## src/rtl/inst_loop_sequencer.sv

```systemverilog
// Program sequencer for the HDC encoder instruction path: owns the PC, gates the
// decoder and runs up to NumLoops nested zero-overhead hardware loops.
module inst_loop_sequencer #(
   parameter  int InstMemDepth  = 64,
   parameter  int NumLoops      = 2,
   parameter  int LoopCntWidth  = 10,
   localparam int InstAddrWidth = $clog2(InstMemDepth)
) (
   input  logic                              clk_i,
   input  logic                              rst_ni,
   input  logic                              start_i,
   input  logic                              clr_i,
   input  logic                              stall_i,
   input  logic [InstAddrWidth-1:0]          last_addr_i,
   input  logic [NumLoops*InstAddrWidth-1:0] loop_start_addr_i,
   input  logic [NumLoops*InstAddrWidth-1:0] loop_end_addr_i,
   input  logic [NumLoops*LoopCntWidth-1:0]  loop_count_i,
   output logic [InstAddrWidth-1:0]          inst_addr_o,
   output logic                              inst_en_o,
   output logic                              busy_o,
   output logic                              done_o,
   output logic [NumLoops*LoopCntWidth-1:0]  loop_iter_o
);

   localparam logic [0:0] StIdle = 1'b0;
   localparam logic [0:0] StRun  = 1'b1;

   localparam logic [InstAddrWidth-1:0] LastMemAddr = InstAddrWidth'(InstMemDepth - 1);

   logic [0:0]               state_q, state_d;
   logic [InstAddrWidth-1:0] pc_q, pc_d;
   logic [LoopCntWidth-1:0]  cnt_q [NumLoops];
   logic [LoopCntWidth-1:0]  cnt_d [NumLoops];
   logic                     done_q, done_d;

   logic [NumLoops-1:0]      at_end;
   logic [NumLoops-1:0]      can_repeat;
   logic [InstAddrWidth-1:0] loop_start [NumLoops];

   logic                     jump;
   logic [NumLoops-1:0]      jump_sel;
   logic [InstAddrWidth-1:0] jump_target;
   logic                     below_jump;
   logic                     running;

   assign running = (state_q == StRun);

   // Per-loop decode: a loop repeats while its counter is below max(count,1)-1.
   for (genvar g = 0; g < NumLoops; g++) begin : g_loop
      logic [InstAddrWidth-1:0] end_addr;
      logic [LoopCntWidth-1:0]  total;
      logic [LoopCntWidth-1:0]  last_iter;

      assign end_addr      = loop_end_addr_i[g*InstAddrWidth +: InstAddrWidth];
      assign loop_start[g] = loop_start_addr_i[g*InstAddrWidth +: InstAddrWidth];
      assign total         = loop_count_i[g*LoopCntWidth +: LoopCntWidth];
      assign last_iter     = (total == '0) ? '0 : total - LoopCntWidth'(1);
      assign at_end[g]     = (pc_q == end_addr);
      assign can_repeat[g] = at_end[g] && (cnt_q[g] < last_iter);

      assign loop_iter_o[g*LoopCntWidth +: LoopCntWidth] = cnt_q[g];
   end

   // The innermost loop that can still repeat wins the jump.
   always_comb begin
      jump        = 1'b0;
      jump_sel    = '0;
      jump_target = '0;
      for (int j = 0; j < NumLoops; j++) begin
         if (!jump && can_repeat[j]) begin
            jump        = 1'b1;
            jump_sel[j] = 1'b1;
            jump_target = loop_start[j];
         end
      end
   end

   // Next-state logic; clear overrides everything, including a pending start or issue.
   always_comb begin
      state_d    = state_q;
      pc_d       = pc_q;
      cnt_d      = cnt_q;
      done_d     = 1'b0;
      below_jump = 1'b1;

      case (state_q)
         StIdle: begin
            pc_d = '0;
            if (start_i) begin
               state_d = StRun;
               for (int j = 0; j < NumLoops; j++) begin
                  cnt_d[j] = '0;
               end
            end
         end
         StRun: begin
            if (!stall_i) begin
               for (int j = 0; j < NumLoops; j++) begin
                  if (jump_sel[j]) begin
                     cnt_d[j]   = cnt_q[j] + LoopCntWidth'(1);
                     below_jump = 1'b0;
                  end else if (below_jump && at_end[j]) begin
                     cnt_d[j] = '0;
                  end
               end

               if (jump) begin
                  pc_d = jump_target;
               end else if (pc_q == last_addr_i) begin
                  state_d = StIdle;
                  pc_d    = '0;
                  done_d  = 1'b1;
                  for (int j = 0; j < NumLoops; j++) begin
                     cnt_d[j] = '0;
                  end
               end else if (pc_q == LastMemAddr) begin
                  pc_d = '0;
               end else begin
                  pc_d = pc_q + InstAddrWidth'(1);
               end
            end
         end
         default: begin
            state_d = StIdle;
            pc_d    = '0;
         end
      endcase

      if (clr_i) begin
         state_d = StIdle;
         pc_d    = '0;
         done_d  = 1'b0;
         for (int j = 0; j < NumLoops; j++) begin
            cnt_d[j] = '0;
         end
      end
   end

   always_ff @(posedge clk_i or negedge rst_ni) begin
      if (!rst_ni) begin
         state_q <= StIdle;
         pc_q    <= '0;
         done_q  <= 1'b0;
         for (int j = 0; j < NumLoops; j++) begin
            cnt_q[j] <= '0;
         end
      end else begin
         state_q <= state_d;
         pc_q    <= pc_d;
         done_q  <= done_d;
         for (int j = 0; j < NumLoops; j++) begin
            cnt_q[j] <= cnt_d[j];
         end
      end
   end

   // Instruction memory is read asynchronously, so decode enable follows stall directly.
   assign inst_addr_o = pc_q;
   assign inst_en_o   = running && !stall_i;
   assign busy_o      = running;
   assign done_o      = done_q;

endmodule
```

## config.mk

```make
export PLATFORM = sky130hd
export DESIGN_NAME = inst_loop_sequencer
export DESIGN_NICKNAME = d
export VERILOG_FILES = /design/src/rtl/inst_loop_sequencer.sv
export SDC_FILE = /design/constraint.sdc
export NUM_CORES = 1
export LEC_CHECK = 0
export CELL_PAD_IN_SITES_DETAIL_PLACEMENT = 0
export CELL_PAD_IN_SITES_GLOBAL_PLACEMENT = 1
export CORE_MARGIN = 3
export CORE_UTILIZATION = 38
export CTS_BUF_LIST = sky130_fd_sc_hd__clkbuf_4
export CTS_CLUSTER_DIAMETER = 100
export DETAILED_ROUTE_END_ITERATION = 7
export PLACE_DENSITY_LB_ADDON = 0.1
export SLEW_MARGIN = 20
export SYNTH_ARGS = -nofsm -noshare
export SYNTH_HDL_FRONTEND = slang
export SYNTH_SLANG_ARGS = --single-unit
```

## constraint.sdc

```tcl
create_clock -name clk_i -period 7.2 [get_ports clk_i]
set_clock_uncertainty 0.15 [all_clocks]
set_input_delay 1.44 -clock clk_i [delete_from_list [all_inputs] [get_ports clk_i]]
set_output_delay 1.44 -clock clk_i [all_outputs]
set_load 0.01 [all_outputs]
```

==> results of run 1 <==
## worst max-delay path, stage by stage
cell and delay, ns:
clkdlybuf4s50_1 0.45, nor2_1 0.26, nand3_1 0.18, nor4_1 0.32
nor3b_1 0.28, xnor2_1 0.14, nand2_1 0.07, ha_1 0.28
nand4_1 0.15, nor2_1 0.07, nor3_1 0.39, nand4_1 0.45
buf_4 0.35, a311oi_2 0.68, o21ai_0 0.19, a31oi_1 0.20
## flip-flops by register name, summed over array words and instances (netlist names)
signal and count:
inst_addr_o 6, busy_o 1, loop_iter_o 20, done_o 1
## synthesized netlist by cell type, types with 2 or more instances
cell type	n	share of area
nand2_1	34	0.046
dfrtp_1	28	0.25
a21oi_1	25	0.045
ha_1	25	0.11
xnor2_1	24	0.075
a31oi_1	19	0.042
nor2_1	18	0.024
o21ai_0	14	0.025
inv_1	13	0.017
nor3_1	13	0.023
nand3_1	12	0.021
clkbuf_1	10	0.013
nand2b_1	8	0.018
nand4_1	8	0.018
and3_1	7	0.016
xor2_1	7	0.022
mux2i_1	6	0.021
a41oi_1	4	0.013
nor2b_1	4	0.0089
nor4_1	4	0.0089
or3_1	4	0.0089
a211oi_1	3	0.0080
a21o_1	3	0.0080
a22o_1	3	0.0094
a311oi_1	3	0.0094
nor3b_1	3	0.0080
a221o_1	2	0.0072
buf_6	2	0.0080
mux2_2	2	0.0080
nor2_2	2	0.0045
o211ai_1	2	0.0054
o21ai_2	2	0.0063
o311a_1	2	0.0072
o31ai_1	2	0.0054
or4_4	2	0.0080
## kinds of logic after synthesis
logic type,count (synthesis),share of synthesized area
simple gates,127,0.242
compound gates,93,0.226
xor+xnor,31,0.0970
flops,28,0.250
buf+inv,27,0.0434
fa+ha+maj,25,0.112
mux,8,0.0295
## power by group through the flow
| stage | logic (mW) | clock network (mW) | registers (mW) |
|---|---|---|---|
| floorplan | 0.0404 | 0 | 0.163 |
| global placement | 0.0891 | 0 | 0.164 |
| detailed placement | 0.0897 | 0 | 0.164 |
| CTS | 0.0902 | 0.109 | 0.161 |
| global route | 0.101 | 0.117 | 0.161 |
| finish | 0.0892 | 0.107 | 0.161 |
## per-stage QoR
| stage | hold WS [ns] | total power [mW] | utilization | worst slack (ns) | instances |
|---|---|---|---|---|---|
| finish | 0.378 | 0.357 | 0.537 | 1.44 | 511 |
| global route | 0.404 | 0.379 | 0.537 | 0.921 | 511 |
| CTS | 0.381 | 0.360 | 0.537 | 1.46 | 511 |
| detailed placement | 0.360 | 0.254 | 0.530 | 1.11 | 507 |
| global placement | 0.363 | 0.253 | 0.530 | 1.28 | 507 |
| floorplan | 0.386 | 0.204 | - | 2.44 | 339 |
## metal layers
metal,global-route usage,up-vias,share of wire
met5,0,-,0
met4,0.0186,0,0.0035
met3,0.0263,2,0.043
met2,0.303,63,0.47
met1,0.283,1323,0.49
li1,-,1414,-
## final cells by class
type,count,area [sq um],area share
Tap cell,96,120,0.0320
Inverter,13,48.8,0.0130
Multi-Input combinational cell,284,1980,0.527
Sequential cell,28,701,0.187
Clock inverter,1,30.0,0.00800
Timing Repair Buffer,86,853,0.227
Clock buffer,3,22.5,0.00600
## worst max-delay path by stage
stage,from,to,slack (ns),cells past startpoint
after global routing,loop_count_i[2],loop_iter_o[3]$_DFFE_PN0P_,0.92,16
final,loop_count_i[2],loop_iter_o[3]$_DFFE_PN0P_,1.44,16
after CTS,loop_count_i[2],loop_iter_o[3]$_DFFE_PN0P_,1.46,16
after detailed placement,loop_count_i[2],loop_iter_o[3]$_DFFE_PN0P_,1.11,16
after global placement,loop_count_i[2],loop_iter_o[3]$_DFFE_PN0P_,1.28,16
after floorplan,loop_count_i[3],loop_iter_o[18]$_DFFE_PN0P_,2.44,15
==> results by group, run 1 <==
Run status
  • Status: finished clean

Global route
  • Pin count of the biggest net entering global routing: 29
  • First-pass GRT wire length: 13600 microns
  • Initial antenna violation count: 0
  • Vias in the first global route: 2725
  • Grt ovf: 0
  • Gr usage total: 0.190

Floorplanning
  • Die width: 91.8 microns
  • Die H: 91.8 microns
  • Die ar.: 8430 sq um
  • I/O pin count: 84
  • Row count: 30
  • Core region area: 6980 sq um
  • Initial Utilization: 0.401

Routing
  • DR iter-0 viols: 230
  • Post-DR vias/cell: 5.48
  • Post-route ant nets: 0
  • DR WL/cell: 15.0 microns
  • Drt first pass iters: 4
  • DRC violations left: 0
  • Via count: 2802
  • Final Routed Wirelength: 7680 microns

Synthesis
  • Gate count of the mapped netlist: 339
  • EDFF count, synth: 0
  • Synth Flop Type: dfrtp_1
  • Sequential-to-total area share from yosys stat: 0.250
  • Syn avg cell area: 8.26 sq um
  • Post-Synthesis Cell Area: 2800 sq um
  • Yosys warns: 0
  • Synthesis-stage register bit count: 28
  • FFs w/ async S/R, synth: 1.00
  • Synth unique cells: 54
  • Synthesized Nets: 419

CTS
  • Clk Latency, worst-skew pair: 0.34 ns
  • Setup Buffers After CTS: 0
  • H-tree depth: 1
  • CTS root buffer: clkbuf_4
  • Post-CTS sizing: 0
  • Num CTS Buffers: 3
  • CTS Sinks: 28
  • CTS tree: done
  • Clock Path Buffers: 2
  • Clock transition at path regs: 0.16 ns
  • Hold-fix buffers, CTS: 0

Critical path
  • R2r startpoint: loop_iter_o[7]$_DFFE_PN0P_
  • Reg-to-reg endpoint: loop_iter_o[3]$_DFFE_PN0P_
  • Crit-path max FO: 14
  • Worst reg2reg setup slack: 3.65 ns
  • Reg2reg path depth: 9
  • CP Class: input port to flip-flop
  • Arrival time worst endpoint: 5.88 ns
  • Worst Setup End Kind: flip-flop
  • WP data required: 7.32 ns
  • CP Launch Type: input port

Hold path
  • HP Start: loop_iter_o[9]$_DFFE_PN0P_
  • WHS Endpoint: loop_iter_o[9]$_DFFE_PN0P_
  • Hold path depth: 1
  • Class of the worst hold path: flip-flop to flip-flop

Timing
  • Final setup fails: 0
  • RSZ-0062 raised after global routing: no
  • Slew Limit Headroom: 0.397
  • Minimum clock period: 5.76 ns
  • Final Hold Viols: 0
  • Final worst-path cycle share: 0.800
  • Slew @ Worst Pin: 0.905 ns
  • FMAX: 174 MHz
  • Fin. max-slew vios: 0
  • Setup TNS: 0 ns

Power
  • Clk pwr share: 0.299
  • Combinational Power Share: 0.250
  • Switching share of power: 0.261
  • VDD IR max: 85.0 uV
  • Psw: 0.0930 mW
  • Pleak: 1.54 nW
  • Sequential Power Share: 0.451
  • Internal power: 0.264 mW
  • Power Density: 95.1 nW/um^2

Final layout
  • Area Growth Syn to Fin: 34.1%
  • Share of post-route cells with drive strength above 1: 0.0530
  • Design Area, Final: 3750 sq um
  • Fin nets: 496
  • Antenna diodes: 0
  • Commonest non-fill, non-tap cell in the layout: clkdlybuf4s50_1
  • Filler cells: 696
  • Most frequent cells in the layout: clkdlybuf4s50_1 (83), nand2_1 (34), dfrtp_1 (28), a21oi_1 (25), ha_1 (25)

Placed design
  • # port buffers: 83
  • Cell Area, Placed: 3700 sq um
  • Post-DP HPWL: 6000 microns
  • GPL Wtd Cong: 0.808

Flow run
  • Max Cap Violations: 0
Note: power is estimated with default switching activity, not from simulation.
==> run 2, diff against run 1 <==
--- a/config.mk
+++ b/config.mk
@@ -8,7 +8,7 @@
 export CELL_PAD_IN_SITES_DETAIL_PLACEMENT = 0
 export CELL_PAD_IN_SITES_GLOBAL_PLACEMENT = 1
 export CORE_MARGIN = 3
-export CORE_UTILIZATION = 38
+export CORE_UTILIZATION = 36
 export CTS_BUF_LIST = sky130_fd_sc_hd__clkbuf_4
 export CTS_CLUSTER_DIAMETER = 100
 export DETAILED_ROUTE_END_ITERATION = 7
==> constraint.sdc (replaced) <==
create_clock -name clk_i -period 5.5 [get_ports clk_i]
set_clock_uncertainty 0.15 [all_clocks]
set_input_delay 1.1 -clock clk_i [delete_from_list [all_inputs] [get_ports clk_i]]
set_output_delay 1.1 -clock clk_i [all_outputs]
set_load 0.01 [all_outputs]
==> run 2 against run 1 <==
Clock power is 17% lower. Via count is 0.32% lower. Critical path type unchanged. Total power is 17% higher. Combinational power is 31% higher. Largest cell class unchanged. Critical endpoint is now loop_iter_o[12]$_DFFE_PN0P_. Global-route usage is 0.51 points lower. Largest power group unchanged. Die area is 5.2% higher.
==> results by group, run 2 (synthesis gave the netlist of run 1 again) <==
Flow run
  • Max Cap Violations: 0 (unchanged)

Final layout
  • Number of flip-flops in the largest register: 20 (unchanged)
  • Fin nets: 497 (+0.20%)
  • Area Growth Syn to Fin: 33.4%
  • Commonest non-fill, non-tap cell in the layout: clkdlybuf4s50_1
  • Share of post-route cells with drive strength above 1: 0.0530 (unchanged)
  • Antenna diodes: 0 (unchanged)
  • Filler cells: 744 (+6.9%)
  • Finished Layout Cells: 514 (+0.59%)
  • Most frequent cells in the layout: clkdlybuf4s50_1 (83), nand2_1 (34), dfrtp_1 (28), a21oi_1 (25), ha_1 (25)
  • Design Area, Final: 3730 sq um (-0.50%)

Timing
  • FMAX: 203 MHz
  • Final worst-path cycle share: 0.898
  • Minimum clock period: 4.94 ns
  • Final Hold Viols: 0 (unchanged)
  • Worst hold slack: 0.387 ns (+0.00881 ns)
  • Fin. max-slew vios: 0 (unchanged)
  • Slew @ Worst Pin: 0.918 ns (+0.0128 ns)
  • Slew Limit Headroom: 0.387 (-0.00973)
  • RSZ-0062 raised after global routing: no
  • Setup TNS: 0 ns (unchanged)
  • Final setup fails: 0 (unchanged)

Run status
  • Status: finished clean

Routing
  • DR iter-0 viols: 169 (-27%)
  • DR WL/cell: 15.4 microns (+2.6%)
  • DRC violations left: 0 (unchanged)
  • Final Routed Wirelength: 7920 microns (+3.2%)
  • Post-route ant nets: 0 (unchanged)
  • Drt first pass iters: 4 (unchanged)
  • Via count: 2793 (-0.32%)
  • Post-DR vias/cell: 5.43 (-0.90%)

Floorplanning
  • Core region area: 7410 sq um (+6.1%)
  • Die H: 94.2 microns (+2.6%)
  • Initial Utilization: 0.378 (-0.0231)
  • Row count: 31 (+3.3%)
  • I/O pin count: 84 (unchanged)
  • Die width: 94.2 microns (+2.6%)
  • Die ar.: 8870 sq um (+5.2%)

Critical path
  • Worst reg2reg setup slack: 2.51 ns (-1.14 ns)
  • WP data required: 5.61 ns (-1.71 ns)
  • Arrival time worst endpoint: 5.05 ns (-0.83 ns)
  • CP Launch Type: input port
  • R2r startpoint: loop_iter_o[3]$_DFFE_PN0P_
  • Worst Setup End Kind: flip-flop
  • Crit-path max FO: 23 (+9)
  • Reg-to-reg endpoint: loop_iter_o[12]$_DFFE_PN0P_
  • Crit path from: loop_count_i[2]
  • Reg2reg path depth: 9 (unchanged)
  • CP Class: input port to flip-flop

Placed design
  • # placed instances: 511 (+0.79%)
  • Post-DP HPWL: 6140 microns (+2.3%)
  • # port buffers: 83 (unchanged)
  • Cell Area, Placed: 3710 sq um (+0.30%)
  • GPL Wtd Cong: 0.824 (+2.0%)

CTS
  • Clock Path Buffers: 2 (unchanged)
  • Num CTS Buffers: 3 (unchanged)
  • H-tree depth: 1 (unchanged)
  • CTS tree: done
  • Clk Latency, worst-skew pair: 0.34 ns (about the same)
  • CTS root buffer: clkbuf_4
  • Clock transition at path regs: 0.14 ns (-0.02 ns)
  • CTS Sinks: 28 (unchanged)
  • Hold-fix buffers, CTS: 0 (unchanged)
  • Post-CTS sizing: 0 (unchanged)
  • Setup Buffers After CTS: 0 (unchanged)

Power
  • Power Density: 111 nW/um^2 (+17%)
  • VDD IR max: 69.9 uV (-18%)
  • Pleak: 1.53 nW (-0.65%)

Hold path
  • Class of the worst hold path: flip-flop to flip-flop
  • WHS Endpoint: loop_iter_o[9]$_DFFE_PN0P_
  • HP Start: loop_iter_o[9]$_DFFE_PN0P_
  • Hold path depth: 1 (unchanged)

Global route
  • Grt ovf: 0 (unchanged)
  • Vias in the first global route: 2626 (-3.6%)
  • Pin count of the biggest net entering global routing: 29 (unchanged)
  • Gr usage total: 0.185 (-0.00511)
  • Initial antenna violation count: 0 (unchanged)
  • First-pass GRT wire length: 13300 microns (-1.8%)
==> run 2: cell count changes in the layout (fill, tap and decap cells not counted) <==
cell / before / now
bufinv_16: 1 / 0
buf_4: 3 / 4
==> run 2: cell type report <==
class,instances,area [sq um],area share
multi-input cells,284,1980,0.529
repair buffers,87,861,0.231
flip-flops and latches,28,701,0.188
well taps,99,124,0.0332
inverters,13,48.8,0.0131
clock buffers,3,22.5,0.00603
==> run 2: through the flow <==
stage	utilization	setup WS, ns	power [mW]
floorplan	-	1.08	0.267
global placement	0.501	0.370	0.332
detailed placement	0.501	0.266	0.333
CTS	0.504	0.642	0.423
global route	0.504	0.149	0.443
finish	0.504	0.562	0.416
==> run 2: how the worst max path moves through the flow <==
stage | to | slack [ns] | cells past startpoint
after detailed placement | loop_iter_o[13]$_DFFE_PN0P_ | 0.27 | 16
after global routing | loop_iter_o[15]$_DFFE_PN0P_ | 0.15 | 16
after global placement | loop_iter_o[13]$_DFFE_PN0P_ | 0.37 | 16
after CTS | loop_iter_o[13]$_DFFE_PN0P_ | 0.64 | 16
final | loop_iter_o[12]$_DFFE_PN0P_ | 0.56 | 16
after floorplan | loop_iter_o[18]$_DFFE_PN0P_ | 1.08 | 15
==> run 2: routing by layer <==
layer	up-vias	track usage	wire (microns)
li1	1418	-	-
met1	1299	0.283	3980
met2	74	0.283	3550
met3	2	0.0256	353
met4	0	0.0217	34
met5	-	0	0
==> run 2: worst max-delay path: stages <==
cell,delay [ns]
clkdlybuf4s50_1,0.45
nor2_1,0.27
nand3_1,0.18
nor4_1,0.32
nor3b_1,0.28
xnor2_1,0.15
nand2_1,0.07
ha_1,0.28
nand4_1,0.14
nor2_1,0.06
nor3_1,0.39
nand4_1,0.20
buf_4,0.25
a31oi_1,0.51
o21ai_0,0.17
a31oi_1,0.21
==> run 2: where the power goes <==
part	internal (mW)	switching, mW	leakage [nW]
logic	0.0643	0.0526	1.13
registers	0.207	0.00337	0.389
clock network	0.0258	0.0626	0.0138
total	0.298	0.119	1.53
==> run 3, diff against run 2 <==
--- a/config.mk
+++ b/config.mk
@@ -5,6 +5,7 @@
 export SDC_FILE = /design/constraint.sdc
 export NUM_CORES = 1
 export LEC_CHECK = 0
+export ABC_CLOCK_PERIOD_IN_PS = 5500
 export CELL_PAD_IN_SITES_DETAIL_PLACEMENT = 0
 export CELL_PAD_IN_SITES_GLOBAL_PLACEMENT = 1
 export CORE_MARGIN = 3
@@ -12,7 +13,7 @@
 export CTS_BUF_LIST = sky130_fd_sc_hd__clkbuf_4
 export CTS_CLUSTER_DIAMETER = 100
 export DETAILED_ROUTE_END_ITERATION = 7
-export PLACE_DENSITY_LB_ADDON = 0.1
+export PLACE_DENSITY = 0.82
 export SLEW_MARGIN = 20
 export SYNTH_ARGS = -nofsm -noshare
 export SYNTH_HDL_FRONTEND = slang
==> run 3 against run 2 <==
Non-clock buffer count stayed put. Final cell count is 0.19% higher. Sequential cell count stayed put. Core utilization is 0.41 points higher. Worst hold slack worse by 0.0082 ns. First-iteration DRC count is 4.1% lower. Setup slack better by 0.011 ns. Register-to-register slack worse by 0.02 ns. Maximum frequency is 0.23% higher. Via count is 0.61% higher. Total power is 12% higher. Sequential power hardly changed.
==> results by group, run 3 (synthesis gave the netlist of run 1 again) <==
Placed design
  • Post-DP HPWL: 6040 microns (-1.7%)
  • GPL Wtd Cong: 0.816 (-0.98%)
  • # port buffers: 83 (unchanged)

Timing
  • Final setup fails: 0 (unchanged)
  • Slew @ Worst Pin: 0.909 ns (-0.00905 ns)
  • Slew Limit Headroom: 0.393 (+0.00604)
  • Final Hold Viols: 0 (unchanged)
  • Final worst-path cycle share: 0.896 (-0.00208)
  • Minimum clock period: 4.93 ns (-0.0115 ns)
  • FMAX: 203 MHz (+0.23%)
  • RSZ-0062 raised after global routing: no
  • Setup TNS: 0 ns (unchanged)
  • Fin. max-slew vios: 0 (unchanged)

Final layout
  • Fin nets: 497 (unchanged)
  • Share of post-route cells with drive strength above 1: 0.0553 (+0.00228)
  • Number of flip-flops in the largest register: 20 (unchanged)
  • Area Growth Syn to Fin: 34.5%
  • Commonest non-fill, non-tap cell in the layout: clkdlybuf4s50_1
  • Filler cells: 710 (-4.6%)
  • Most frequent cells in the layout: clkdlybuf4s50_1 (83), nand2_1 (34), dfrtp_1 (28), a21oi_1 (25), ha_1 (25)
  • Antenna diodes: 0 (unchanged)

Global route
  • GRT met3 Usage: 0.0345 (+0.00881)
  • First-pass GRT wire length: 12800 microns (-3.8%)
  • Gr usage total: 0.176 (-0.00893)
  • Pin count of the biggest net entering global routing: 29 (unchanged)
  • Gr busiest metal: met2
  • Vias in the first global route: 2663 (+1.4%)
  • Global routing met1 resource utilization: 0.255 (-0.0280)
  • Initial antenna violation count: 0 (unchanged)
  • Grt ovf: 0 (unchanged)
  • Grt met2 use: 0.283 (unchanged)

Routing
  • DRC violations left: 0 (unchanged)
  • Post-route ant nets: 0 (unchanged)
  • Post-DR vias/cell: 5.46 (+0.41%)
  • Final Routed Wirelength: 7680 microns (-3.1%)
  • Drt first pass iters: 4 (unchanged)
  • DR WL/cell: 14.9 microns (-3.3%)
  • Via count: 2810 (+0.61%)
  • DR iter-0 viols: 162 (-4.1%)

CTS
  • Clock Path Buffers: 2 (unchanged)
  • Hold-fix buffers, CTS: 0 (unchanged)
  • H-tree depth: 1 (unchanged)
  • Clock transition at path regs: 0.17 ns (+0.03 ns)
  • Setup Buffers After CTS: 0 (unchanged)
  • CTS tree: done
  • CTS root buffer: clkbuf_4
  • Post-CTS sizing: 0 (unchanged)
  • Clk Latency, worst-skew pair: 0.35 ns (about the same)
  • CTS Sinks: 28 (unchanged)
  • Num CTS Buffers: 3 (unchanged)

Power
  • Pleak: 1.55 nW (+1.0%)
  • Power Density: 124 nW/um^2 (+12%)
  • VDD IR max: 94.8 uV (+36%)
  • Overall Power: 0.468 mW (+12%)

Floorplanning
  • Core region area: 7410 sq um (unchanged)
  • Die ar.: 8870 sq um (unchanged)
  • Die H: 94.2 microns (unchanged)
  • Row count: 31 (unchanged)
  • Die width: 94.2 microns (unchanged)
  • Initial Utilization: 0.378 (unchanged)
  • I/O pin count: 84 (unchanged)

Critical path
  • CP endpoint: inst_addr_o[2]$_DFFE_PN0P_
  • Crit-path max FO: 18 (-22%)
  • R2r startpoint: loop_iter_o[5]$_DFFE_PN0P_
  • Worst Setup End Kind: flip-flop
  • Reg-to-reg endpoint: inst_addr_o[2]$_DFFE_PN0P_
  • Worst reg2reg setup slack: 2.49 ns (-0.02 ns)
  • Reg2reg path depth: 9 (unchanged)
  • CP Launch Type: input port
  • CP Class: input port to flip-flop
  • Crit path from: loop_count_i[2]
  • WP data required: 5.65 ns (+0.04 ns)
  • Arrival time worst endpoint: 5.08 ns (+0.03 ns)

Hold path
  • Class of the worst hold path: flip-flop to flip-flop

Run status
  • Status: finished clean

Flow run
  • Max Cap Violations: 0 (unchanged)
[run 3: report_power, final]
part           total, mW  internal, mW  switching, mW
clock              0.140        0.0738         0.0663
sequential         0.211         0.207        0.00323
combinational      0.117        0.0645         0.0525
[run 3: per-stage QoR]
step | setup WS (ns) | cells | hold slack, ns | util | instance area, sq um
finish | 0.574 | 515 | 0.378 | 0.508 | 3760
global placement | 0.439 | 511 | 0.373 | 0.501 | 3710
floorplan | 1.08 | 339 | 0.386 | - | 2800
detailed placement | 0.256 | 511 | 0.371 | 0.501 | 3710
global route | 0.189 | 515 | 0.418 | 0.508 | 3760
CTS | 0.625 | 515 | 0.392 | 0.508 | 3760
[run 3: layout make-up]
cell class                 instances  area, sq um  area share
clock inverter                     1         30.0     0.00798
tap                               99          124      0.0329
timing repair buffer              87          861       0.229
multi-input combinational        284         1980       0.525
inverter                          13         48.8      0.0130
clock buffer                       3         22.5     0.00598
sequential                        28          701       0.186
[run 3: how the worst min path moves through the flow]
| stage | slack, ns | startpoint | endpoint | depth (start not counted) |
|---|---|---|---|---|
| after floorplan | 0.39 | loop_iter_o[9]$_DFFE_PN0P_ | loop_iter_o[9]$_DFFE_PN0P_ | 1 |
| after global placement | 0.37 | loop_iter_o[19]$_DFFE_PN0P_ | loop_iter_o[19]$_DFFE_PN0P_ | 1 |
| after detailed placement | 0.37 | loop_iter_o[9]$_DFFE_PN0P_ | loop_iter_o[9]$_DFFE_PN0P_ | 1 |
| after CTS | 0.39 | loop_iter_o[9]$_DFFE_PN0P_ | loop_iter_o[9]$_DFFE_PN0P_ | 1 |
| after global routing | 0.42 | loop_iter_o[9]$_DFFE_PN0P_ | loop_iter_o[9]$_DFFE_PN0P_ | 1 |
| final | 0.38 | loop_iter_o[9]$_DFFE_PN0P_ | loop_iter_o[9]$_DFFE_PN0P_ | 1 |
[run 3: worst max-delay path, stage by stage]
cell,delay (ns)
clkdlybuf4s50_1,0.46
nor2_1,0.27
nand3_1,0.17
nor4_1,0.33
nor3b_1,0.29
xnor2_1,0.14
nand2_1,0.07
ha_1,0.28
nand4_1,0.13
nor2_1,0.06
nor3_1,0.38
nand4_1,0.38
buf_4,0.33
o311a_1,0.12
a2111oi_0,0.41
a221o_1,0.17
[run 3: routing by layer]
metal | routed length (microns) | vias to the layer above
met5 | 0 | -
met4 | 0 | 0
met3 | 433 | 0
met2 | 3540 | 85
met1 | 3710 | 1304
li1 | - | 1421
